==> src/rtl/lcd_ci_sequencer.sv <==
// Multi-cycle Nios II custom instruction that sequences HD44780 8-bit writes:
// init, single command, single data, and packed strings of up to four characters.
module lcd_ci_sequencer #(
  parameter int SETUP_CYC      = 2,
  parameter int PULSE_CYC      = 12,
  parameter int CMD_WAIT_CYC   = 50000,
  parameter int CLEAR_WAIT_CYC = 100000
) (
  input  logic        clk,
  input  logic        reset,
  input  logic        clk_en,
  input  logic        start,
  input  logic [31:0] dataa,
  input  logic [31:0] datab,
  output logic [31:0] result,
  output logic        done,
  output logic        lcd_enable,
  output logic        lcd_rs,
  output logic        lcd_rw,
  output logic [7:0]  lcd_data
);

  function automatic int max2(input int a, input int b);
    return (a > b) ? a : b;
  endfunction

  localparam int MAX_CYC = max2(max2(SETUP_CYC, PULSE_CYC), max2(CMD_WAIT_CYC, CLEAR_WAIT_CYC));
  localparam int CNT_W   = $clog2(MAX_CYC + 1);

  localparam logic [CNT_W-1:0] SETUP_LAST = CNT_W'(SETUP_CYC - 1);
  localparam logic [CNT_W-1:0] PULSE_LAST = CNT_W'(PULSE_CYC - 1);
  localparam logic [CNT_W-1:0] CMD_LAST   = CNT_W'(CMD_WAIT_CYC - 1);
  localparam logic [CNT_W-1:0] CLEAR_LAST = CNT_W'(CLEAR_WAIT_CYC - 1);

  typedef enum logic [2:0] {S_IDLE, S_SETUP, S_PULSE, S_WAIT, S_DONE} state_t;

  // Byte idx of the operation; init mode ignores the payload entirely.
  function automatic logic [7:0] pick_byte(input logic [1:0] mode, input logic [31:0] payload,
                                           input logic [1:0] idx);
    logic [7:0] b;
    b = payload[{idx, 3'b000} +: 8];
    if (mode == 2'd0) begin
      case (idx)
        2'd0:    b = 8'h38;
        2'd1:    b = 8'h0C;
        2'd2:    b = 8'h06;
        default: b = 8'h01;
      endcase
    end
    return b;
  endfunction

  function automatic logic [1:0] last_index(input logic [31:0] opb);
    logic [1:0] li;
    case (opb[1:0])
      2'd0:    li = 2'd3;
      2'd3:    li = opb[3:2];
      default: li = 2'd0;
    endcase
    return li;
  endfunction

  state_t           state, state_nx;
  logic [CNT_W-1:0] cnt, cnt_nx, wait_last;
  logic [1:0]       idx, idx_nx, mode_q, last_idx_q;
  logic [31:0]      dataa_q;
  logic [7:0]       load_byte;
  logic             init_done, accept, load, finish;
  logic             unused_datab;

  assign unused_datab = ^datab[31:4];
  assign accept       = (state == S_IDLE) && start;

  // Clear/home need the long wait, but only when sent as commands.
  assign wait_last = ((mode_q == 2'd0 || mode_q == 2'd1) &&
                      (lcd_data == 8'h01 || lcd_data == 8'h02)) ? CLEAR_LAST : CMD_LAST;

  assign load_byte = accept ? pick_byte(datab[1:0], dataa, 2'd0)
                            : pick_byte(mode_q, dataa_q, idx_nx);

  always_ff @(posedge clk or posedge reset) begin
    if (reset)       state <= S_IDLE;
    else if (clk_en) state <= state_nx;
  end

  always_comb begin
    state_nx = state;
    cnt_nx   = cnt;
    idx_nx   = idx;
    load     = 1'b0;
    finish   = 1'b0;
    case (state)
      S_IDLE: begin
        if (start) begin
          state_nx = S_SETUP;
          cnt_nx   = '0;
          idx_nx   = 2'd0;
          load     = 1'b1;
        end
      end
      S_SETUP: begin
        if (cnt == SETUP_LAST) begin
          state_nx = S_PULSE;
          cnt_nx   = '0;
        end else begin
          cnt_nx = cnt + CNT_W'(1);
        end
      end
      S_PULSE: begin
        if (cnt == PULSE_LAST) begin
          state_nx = S_WAIT;
          cnt_nx   = '0;
        end else begin
          cnt_nx = cnt + CNT_W'(1);
        end
      end
      S_WAIT: begin
        if (cnt == wait_last) begin
          cnt_nx = '0;
          if (idx == last_idx_q) begin
            state_nx = S_DONE;
            finish   = 1'b1;
          end else begin
            state_nx = S_SETUP;
            idx_nx   = idx + 2'd1;
            load     = 1'b1;
          end
        end else begin
          cnt_nx = cnt + CNT_W'(1);
        end
      end
      S_DONE:  state_nx = S_IDLE;
      default: state_nx = S_IDLE;
    endcase
  end

  always_ff @(posedge clk or posedge reset) begin
    if (reset) begin
      cnt        <= '0;
      idx        <= 2'd0;
      mode_q     <= 2'd0;
      last_idx_q <= 2'd0;
      dataa_q    <= '0;
      lcd_rs     <= 1'b0;
      lcd_data   <= 8'h00;
      init_done  <= 1'b0;
      result     <= '0;
    end else if (clk_en) begin
      cnt <= cnt_nx;
      idx <= idx_nx;
      if (accept) begin
        mode_q     <= datab[1:0];
        dataa_q    <= dataa;
        last_idx_q <= last_index(datab);
        lcd_rs     <= datab[1];
      end
      if (load) lcd_data <= load_byte;
      if (finish) begin
        init_done <= init_done | (mode_q == 2'd0);
        result    <= {16'h0000, lcd_data, 1'b0, {1'b0, last_idx_q} + 3'd1, 3'b000,
                      init_done | (mode_q == 2'd0)};
      end
    end
  end

  assign done       = (state == S_DONE) && clk_en;
  assign lcd_enable = (state == S_PULSE);
  assign lcd_rw     = 1'b0;

endmodule

==> config.mk <==
export PLATFORM = sky130hd
export DESIGN_NAME = lcd_ci_sequencer
export DESIGN_NICKNAME = d
export VERILOG_FILES = /design/src/rtl/lcd_ci_sequencer.sv
export SDC_FILE = /design/constraint.sdc
export NUM_CORES = 1
export LEC_CHECK = 0
export ABC_AREA = 1
export CAP_MARGIN = 10
export CORE_UTILIZATION = 53
export CTS_CLUSTER_DIAMETER = 50
export CTS_CLUSTER_SIZE = 20
export DETAILED_ROUTE_END_ITERATION = 10
export PLACE_DENSITY = 0.86
export RECOVER_POWER = 100
export SLEW_MARGIN = 20
export SYNTH_ARGS = -nofsm -noshare
export SYNTH_HDL_FRONTEND = slang
export SYNTH_SLANG_ARGS = --single-unit
==> constraint.sdc <==
create_clock -name clk -period 4.35 [get_ports clk]
set_input_delay 0.87 -clock clk [delete_from_list [all_inputs] [get_ports clk]]
set_output_delay 0.87 -clock clk [all_outputs]
set_load 0.03 [all_outputs]
## Word level (Yosys, flattened, before mapping)

Index checks and enable logic that the tools add are counted.

- Register bits: 80
- Output and inout bits: 44
- Word-level logic and storage cells: 76

- Add/subtract/negate cells: 3
- Equal/unequal tests: 18
- Shift operators: 1
- Muxes and demuxes: 28
- Bitwise gates (word level): 1
- Reductions and logical operators: 15

Operators by type and width:

| cell | number |
|---|---|
| $mux W17 | 5 |
| $pmux W17 S4 | 1 |
| $shiftx A32 B6 Y8 | 1 |
| $mux W8 | 3 |
| $pmux W6 S3 | 1 |
| $add A17 B1 Y17 const B | 1 |
| $eq A17 B1 Y1 const B | 1 |
| $eq A17 B17 Y1 | 1 |
| $eq A17 B4 Y1 const B | 1 |
| $mux W3 | 5 |
| $pmux W3 S4 | 1 |
| $eq A8 B1 Y1 const B | 1 |
| $eq A8 B2 Y1 const B | 1 |
| $pmux W2 S2 | 2 |
| $eq A3 B2 Y1 const B | 2 |
| $logic_not A2 Y1 | 3 |
| $mux W1 | 6 |
| $mux W2 | 3 |
| $ne A2 B2 Y1 const B | 3 |
| $reduce_and A2 Y1 | 3 |
| $reduce_and A5 Y1 | 1 |
| $eq A2 B1 Y1 const B | 2 |
| $eq A2 B2 Y1 const B | 2 |
| $reduce_bool A4 Y1 | 1 |
| other kinds (12) | 15 |

## Longest topological paths before layout

Gate-level depths: netlist of the first run.

- Depth in word-level cells: 11
- Mapped depth: 19
- Gate-level depth less buffers: 18

## Least setup slack after synthesis of the first run

OpenSTA, ideal clock, no wires.

- Path kind: input to output
- Start point: input port clk_en
- End point: output port done
- Arrival time: 1662 ps
- Setup slack: 1818 ps
- Cell stages on the path: 2
- Path through: inv_1 -> nor3_1

- Cells in the longest elaborated chain, start to end: 1

RTL lines:

| item | line | text |
|---|---|---|
| start: declaration | 11 | `input logic clk_en,` |
| $logic_and A1 B1 Y1 | 166 | `assign done = (state == S_DONE) && clk_en;` |
| end: declaration | 16 | `output logic done,` |

Every way passes these cells.

## Final worst setup path of the first run

Same ends and word-level chain as after synthesis.

==> impl_metrics.tcl, run 1 <==
set metrics [dict create \
    synth_compound_area_share_pct 11.7 \
    remaining_drc_errors 0 \
    grt_start_max_net_pins 53 \
    synth_area_mm2 0.00436 \
    dominantRegCellSynth "dfrtp_1" \
    synth.area.mux_share_pct 0.516 \
    num_rows 32 \
    required_ps 3480 \
    vdd_drop_max_mv 0.230 \
    cpLargestDelayFamily "buffers and inverters" \
    grt_pass1_vias 3465 \
    root_buffer "clkbuf_8" \
    hold_depth 2 \
    setup_tns_ps 0 \
    yosys.area_share.adder_pct 2.87 \
    overflow 0 \
    avgSynthCellArea_um2 7.99 \
    yosysTopAreaCellShare_pct 44.8 \
    crit_type "input port to output port" \
    powerDensity_mw_per_mm2 524 \
    chipWidth_um 92.7 \
    via_per_inst 5.21 \
    hpwl_mm 6.77 \
    crit_start "clk_en" \
    outcome "complete, but fails checks" \
    crit_path_frequent_cell "dlygate4sd3_1" \
    violations "capacitance limit, slew limit" \
    core_mm2 0.00785 \
    rsz0062_at_grt "false" \
    r2r_end "lcd_data[3]" \
    yosysMostFrequentCell "nand2_1" \
    synth_common_cells "nand2_1 (154), dfrtp_1 (78), inv_1 (55)" \
    cts_resized 0 \
    cts-buffers-inserted 9 \
    clockBufferDepth 2 \
    clk_pin_slew_ps 70 \
    slew_headroom_pct -54.9 \
    ys_seq_area_share_pct 44.8 \
    drt-total-wl_mm 9.30 \
    wl_per_cell_um 13.1 \
    whs_endpoint "dataa_q[17]" \
    grt_usage_pct 23.2 \
    slowest_stage "dlygate4sd3_1" \
    syn2layout_area_growth_pct 17.1 \
    synth_area_leader_cell "dfrtp_1" \
    h-tree-depth 3 \
    die_area_mm2 0.00859 \
    setup_viol 0 \
    path_buf_inv 3 \
    slew_viol_final 53 \
    place_inst 696 \
    tightest_slew_ps 2310 \
    hp-start "dataa_q[17]" \
    io_pins 112 \
    vias 3706 \
    synthTopCellsByArea "dfrtp_1 (45%), nand2_1 (13%), o21ai_0 (4.8%)" \
    insertion_delay_ps 360 \
    diodes 0 \
    layout.nets 683 \
    timing.rr.start "cnt[0]" \
    min_path_type "flip-flop to flip-flop" \
    yosys.area_share.xor_xnor_pct 2.41 \
    post-cts-setup-buffer-count 0 \
    ys_types 38 \
    synthSimpleGateAreaFrac_pct 26.3 \
    cts_hold_buf 0 \
    ys_ff_latch 78 \
    start_kind "input port" \
    critPathMaxFanout 7 \
    finalCritPeriodShare_pct 81.7 \
    initial_core_util_pct 55.6 \
    hold_violations 0 \
    r2r_cells 18 \
    fmaxAchievable_mhz 281 \
    synth_edf_count 0 \
    path_cells "dlygate4sd3_1 -> inv_1 -> nor3_1 -> dlygate4sd3_1" \
    stdcell_count 712 \
    r2r_slack_ps 830 \
    cts.sinks 78 \
    synth_async_sr_flop_share_pct 100 \
    grt_antenna_before_repair 0 \
    power.leakage_uw 0.00250 \
    io_buffer_count 62 \
    synth_top_family_by_area "simple AND/OR/NAND/NOR gates" \
    cts_tree "built" \
    grt_pass1_wl_mm 15.6 \
    end_kind "output port" \
    die_h_um 92.7 \
    layout-drive-gt1-share_pct 7.87 \
    slowest_delay_ps 780 \
    yosys_warnings 0 \
    maxCapViolCount 1 \
    min_period_ps 3550 \
    place.gp.congestion 0.857 \
    dr.pass1.iters 5 \
    ant_nets 0 \
    postSynthCellCount 546 \
    crit_arrival_ps 2680 \
    skew_ps 12.9 \
    drt_iter0_drc 216 \
]
state kept, by name, summed over array words and instances (netlist names):
name	flops
dataa_q	32
cnt	17
result	12
mode_q	1
idx	2
lcd_rs	1
lcd_data	8
last_idx_q	2
state	3
worst max path at each step:
stage / end / slack (ps) / cells after the start
finish: done / 800 / 4
global route: lcd_data[3] / 450 / 18
CTS: done / 900 / 4
detailed placement: lcd_data[3] / 840 / 10
global placement: lcd_data[4] / 920 / 10
floorplan: cnt[0] / 1480 / 1
report_power, final:
group          total (uW)  switching, uW  internal [uW]
registers            1080            136            940
clock network         586            264            322
logic                1010            676            338
through the flow:
stage,setup slack (ps),util (%),power [uW],hold WS [ps],cell area (um2)
CTS,901,65.9,2730,478,5170
global route,448,65.1,2860,490,5110
floorplan,1480,-,1830,442,4440
finish,796,65.1,2680,474,5110
detailed placement,843,63.2,2130,459,4960
global placement,918,63.2,2090,454,4960
worst min-delay path: cells and delay by family, from the launching register on:
kind / cells / cell delay, ps
flops: 1 / 350
simple gates: 2 / 90
layer usage:
metal / wire (um) / track usage [%] / vias up
met1: 4210 / 30.8 / 1701
met3: 500 / 3.86 / 22
li1: - / - / 1834
met4: 233 / 11.0 / 0
met2: 4360 / 37.3 / 149
met5: 0 / 0 / -
layout by cell type (no fill, tap or decap), types with 4 or more instances in the layout:
master	synthesis	routed
a21oi_1	12	13
clkbuf_8	0	9
clkdlybuf4s50_1	0	37
conb_1	1	21
dfrtp_1	78	78
dlygate4sd3_1	0	25
ha_1	10	10
inv_1	55	55
inv_2	10	9
nand2_1	154	159
nand2_2	9	8
nand3_1	38	38
nand4_1	7	7
nor2_1	25	26
o211ai_1	7	7
o21ai_0	42	45
o22ai_1	11	11
o31ai_1	4	4
xor2_1	9	9
logic make-up (layout without fill, tap and decap cells):
group,count (synthesis),after routing
AO/OA/AOI/OAI,88,88
buffers and inverters,102,146
XOR/XNOR,12,12
adder cells (fa/ha/maj),10,10
multiplexers,2,2
AND/OR/NAND/NOR,253,253
other,1,21
flip-flops,78,78
layout make-up:
type / count / area [um2]
Tap cell: 102 / 128
Clock inverter: 6 / 86.3
Sequential cell: 78 / 1950
Multi-Input combinational cell: 386 / 1930
Inverter: 65 / 245
Clock buffer: 10 / 128
Timing Repair Buffer: 65 / 636
Fill cell: 652 / 2740
Note: power is estimated with default switching activity, not from simulation.
==> inputs of run 2 (changes only) <==
CORE_UTILIZATION = 49   (was 53)
PLACE_DENSITY = 0.8   (was 0.86)
clock period = 3.41 ns   (was 4.35 ns; I/O delays follow)
==> impl_metrics.tcl, run 2 (same netlist as run 1, synthesis figures left out) <==
set metrics [dict create \
    final_cell_mix "nand2_1 (156), dfrtp_1 (78), inv_1 (57), o21ai_0 (45), nand3_1 (38)" \
    insertion_delay_ps 360 \
    wl_per_cell_um 13.4 \
    vdd_drop_max_mv 0.274 \
    setup_viol 0 \
    remaining_drc_errors 0 \
    end_kind "output port" \
    crit_end "done" \
    grt_pass1_wl_mm 15.8 \
    r2r_cells 18 \
    grt_antenna_before_repair 0 \
    vias 3754 \
    post-cts-setup-buffer-count 0 \
    slowest_delay_ps 780 \
    r2r_slack_ps 520 \
    cts-buffers-inserted 9 \
    drt-total-wl_mm 9.66 \
    core_mm2 0.00868 \
    outcome "complete, no violations" \
    crit_cells 4 \
    grt_start_max_net_pins 42 \
    crit_path_frequent_cell "dlygate4sd3_1" \
    slew_headroom_pct 1.86 \
    cts_hold_buf 0 \
    min_period_ps 3170 \
    min_path_type "flip-flop to flip-flop" \
    tightest_slew_ps 1470 \
    root_buffer "clkbuf_8" \
    top_regs "dataa_q x32, cnt x17, result x12" \
    io_pins 112 \
    hold_violations 0 \
    hpwl_mm 7.09 \
    layout-drive-gt1-share_pct 7.84 \
    syn2layout_area_growth_pct 19.2 \
    r2r_end "lcd_data[3]" \
    ant_nets 0 \
    chipWidth_um 96.3 \
    final_common_cell "nand2_1" \
    cpLargestDelayFamily "buffers and inverters" \
    layout.nets 685 \
    die_area_mm2 0.00928 \
    skew_ps 16.2 \
    dr.pass1.iters 5 \
    h-tree-depth 3 \
    final_util_pct 59.9 \
    path_cells "dlygate4sd3_1 -> inv_1 -> nor3_1 -> dlygate4sd3_1" \
    maxCapViolCount 0 \
    power.leakage_uw 0.00254 \
    cts.sinks 78 \
    critPathMaxFanout 7 \
    setup_tns_ps 0 \
    required_ps 2730 \
    num_rows 34 \
    place.gp.congestion 0.881 \
    initial_core_util_pct 50.2 \
    powerDensity_mw_per_mm2 697 \
    overflow 0 \
    timing.rr.start "cnt[0]" \
    largest_register_ffs 32 \
    rsz0062_at_grt "false" \
    hp-start "dataa_q[20]" \
    crit_arrival_ps 2490 \
    cts_resized 0 \
    start_kind "input port" \
    largest_register "dataa_q" \
    clockBufferDepth 2 \
    via_per_inst 5.21 \
    drt_iter0_drc 228 \
    crit_start "clk_en" \
    die_h_um 96.3 \
    slew_viol_final 0 \
    clk_pin_slew_ps 80 \
    slowest_stage "dlygate4sd3_1" \
    grt_pass1_vias 3510 \
    cts_tree "built" \
    path_buf_inv 3 \
    finalCritPeriodShare_pct 92.9 \
    fmaxAchievable_mhz 316 \
    crit_type "input port to output port" \
    io_buffer_count 62 \
    grt_usage_pct 22.2 \
    diodes 0 \
]
## run 2: changes by cell type in the layout (fill, tap and decap cells not counted), sizes merged
cell and delta:
clkinv -3, clkbuf +4, bufinv +2, inv +2
clkinvlp -2, buf -1
## run 2: through the flow
step / hold slack [ps] / cell area [um2] / setup slack [ps] / std cells / total power (uW)
global route: 505 / 5200 / 155 / 720 / 3860
detailed placement: 462 / 4980 / 329 / 704 / 2730
global placement: 455 / 4980 / 376 / 704 / 2670
finish: 479 / 5200 / 241 / 720 / 3620
floorplan: 442 / 4440 / 733 / 566 / 2330
CTS: 483 / 5250 / 329 / 720 / 3670
## run 2: layout make-up
cell class / instances / area (um2)
fillers: 772 / 3480
repair buffers: 67 / 641
well taps: 108 / 135
inverters: 65 / 244
flip-flops and latches: 78 / 1950
clock inverters: 5 / 129
multi-input cells: 386 / 1960
clock buffers: 11 / 141
## run 2: routing by layer
layer  global-route usage, %  part of all wire (%)  vias to the layer above
li1                        -                     -                     1840
met1                    28.6                    44                     1763
met2                    36.9                    49                      138
met3                    4.03                   5.9                       13
met4                    9.07                   1.5                        0
met5                       0                     0                        -
## run 2: worst min path at each step
stage	cells past startpoint	to	slack, ps
global route	2	dataa_q[31]	510
CTS	2	dataa_q[31]	480
detailed placement	2	dataa_q[31]	460
floorplan	2	dataa_q[0]	440
global placement	2	dataa_q[2]	450
finish	2	dataa_q[20]	480
## run 2: power by group
| part | internal [uW] | switching (uW) |
|---|---|---|
| combinational | 438 | 881 |
| clock | 583 | 349 |
| sequential | 1200 | 173 |
| total | 2220 | 1400 |
## run 2: worst register-to-register path: stages (launching register included)
cell and delay, ps:
dfrtp_1 410, ha_1 260, nand2_2 60, nor2_1 220
nand3b_1 110, nor2_1 110, nand2_1 90, inv_1 80
nand2_1 100, nand2_1 170, nand2_4 130, nand2_8 170
inv_1 120, ha_1 210, o21ai_0 240, o31ai_1 110
nand2_1 80, nand2_1 60, o21ai_0 80
==> inputs of run 3 (changes only) <==
CORE_ASPECT_RATIO = 1.75   (was unset)
CTS_CLUSTER_DIAMETER = 60   (was 50)
==> impl_metrics.tcl, run 3 (same netlist as run 1, synthesis figures left out) <==
set metrics [dict create \
    dp_slack_ps 376 \
    timing.rr.start "cnt[0]" \
    slew_headroom_pct 0.147 \
    hp-start "dataa_q[27]" \
    clockBufferDepth 2 \
    initial_core_util_pct 50.3 \
    cts_hold_buf 0 \
    crit_type "input port to output port" \
    outcome "complete, but fails checks" \
    root_buffer "clkbuf_16" \
    remaining_drc_errors 0 \
    dr.pass1.iters 4 \
    slew_viol_final 0 \
    via_per_inst 5.16 \
    drt-total-wl_mm 9.76 \
    drt_iter0_drc 199 \
    rsz0062_at_grt "false" \
    io_buffer_count 62 \
    fill_cells 771 \
    insertion_delay_ps 340 \
    fin_ws_ps 281 \
    grt_pass1_wl_mm 16.6 \
    grt_usage_pct 23.3 \
    layout.nets 685 \
    h-tree-depth 3 \
    grt_pass1_vias 3731 \
    die_area_mm2 0.00929 \
    io_pins 112 \
    setup_viol 0 \
    vdd_drop_max_mv 0.472 \
    skew_ps 5.49 \
    ant_nets 0 \
    min_period_ps 3130 \
    required_ps 2730 \
    hold_violations 0 \
    largest_register_ffs 32 \
    cpLargestDelayFamily "buffers and inverters" \
    setup_tns_ps 0 \
    layout-drive-gt1-share_pct 8.17 \
    fmaxAchievable_mhz 320 \
    crit_arrival_ps 2450 \
    slowest_stage "dlygate4sd3_1" \
    critPathMaxFanout 7 \
    cts.sinks 78 \
    post-cts-setup-buffer-count 0 \
    syn2layout_area_growth_pct 21.1 \
    crit_start "clk_en" \
    die_h_um 127 \
    start_kind "input port" \
    vias 3764 \
    wl_per_cell_um 13.4 \
    hpwl_mm 7.31 \
    power.leakage_uw 0.00258 \
    chipWidth_um 73.3 \
    grt_antenna_before_repair 0 \
    total_power_uw 3750 \
    path_cells "dlygate4sd3_1 -> inv_1 -> nor3_1 -> dlygate4sd3_1" \
    largest_register "dataa_q" \
    clk_pin_slew_ps 50 \
    cts_tree "built" \
    core_mm2 0.00867 \
    diodes 0 \
    crit_path_frequent_cell "dlygate4sd3_1" \
    maxCapViolCount 1 \
    tightest_slew_ps 1500 \
    end_kind "output port" \
    cts-buffers-inserted 9 \
    powerDensity_mw_per_mm2 711 \
    overflow 0 \
    path_buf_inv 3 \
    grt_start_max_net_pins 42 \
    final_cell_mix "nand2_1 (156), dfrtp_1 (78), inv_1 (56), o21ai_0 (46), nand3_1 (38)" \
    num_rows 45 \
    cts_resized 0 \
    final_common_cell "nand2_1" \
    slowest_delay_ps 760 \
    place.gp.congestion 0.882 \
    final_util_pct 60.9 \
    top_regs "dataa_q x32, cnt x17, result x12" \
    violations "capacitance limit" \
    finalCritPeriodShare_pct 91.8 \
    min_path_type "flip-flop to flip-flop" \
]
[run 3: changes by cell type in the layout (fill, tap and decap cells not counted), sizes merged]
cell,before,now
bufinv,4,2
inv,66,65
buf,0,2
clkinv,0,1
[run 3: cell type report]
class / instances / area [um2] / share of cell area [%]
inverter: 65 / 244 / 4.62
clock inverter: 3 / 65.1 / 1.23
sequential: 78 / 1950 / 37.0
tap: 117 / 146 / 2.77
multi-input combinational: 386 / 1950 / 37.0
timing repair buffer: 67 / 648 / 12.3
clock buffer: 13 / 270 / 5.12
[run 3: path summary, 6_finish.rpt]
| path | slack [ps] | end | cells past startpoint |
|---|---|---|---|
| worst max-delay path | 280 | done | 4 |
| worst min-delay path | 470 | dataa_q[27] | 2 |
| worst max register to register | 550 | lcd_data[3] | 18 |
| worst min register to register | 470 | dataa_q[27] | 2 |
| max in group asynchronous | 880 | result[10] | 3 |
| min in group asynchronous | 810 | dataa_q[30] | 2 |
[run 3: stage by stage]
| stage | hold slack, ps | area, um2 | instances |
|---|---|---|---|
| finish | 471 | 5280 | 729 |
| global route | 476 | 5280 | 729 |
| CTS | 476 | 5340 | 729 |
| detailed placement | 462 | 5000 | 713 |
| global placement | 454 | 5000 | 713 |
| floorplan | 442 | 4440 | 566 |
[run 3: layer usage]
| layer | part of all wire [%] | track usage [%] | up-vias |
|---|---|---|---|
| li1 | - | - | 1841 |
| met1 | 38 | 25.2 | 1771 |
| met2 | 54 | 41.1 | 119 |
| met3 | 4.0 | 4.29 | 33 |
| met4 | 3.9 | 13.8 | 0 |
| met5 | 0 | 0 | - |
[run 3: power by group]
group | internal, uW | switching [uW]
Sequential | 1200 | 181
Combinational | 437 | 869
Clock | 700 | 364
Total | 2340 | 1410
[run 3: worst register-to-register path: cells and delay by family, from the launching register on]
family | cells | cell delay (ps)
simple gates | 11 | 1270
buf+inv | 2 | 220
compound gates | 3 | 410
fa+ha+maj | 2 | 470
flops | 1 | 420
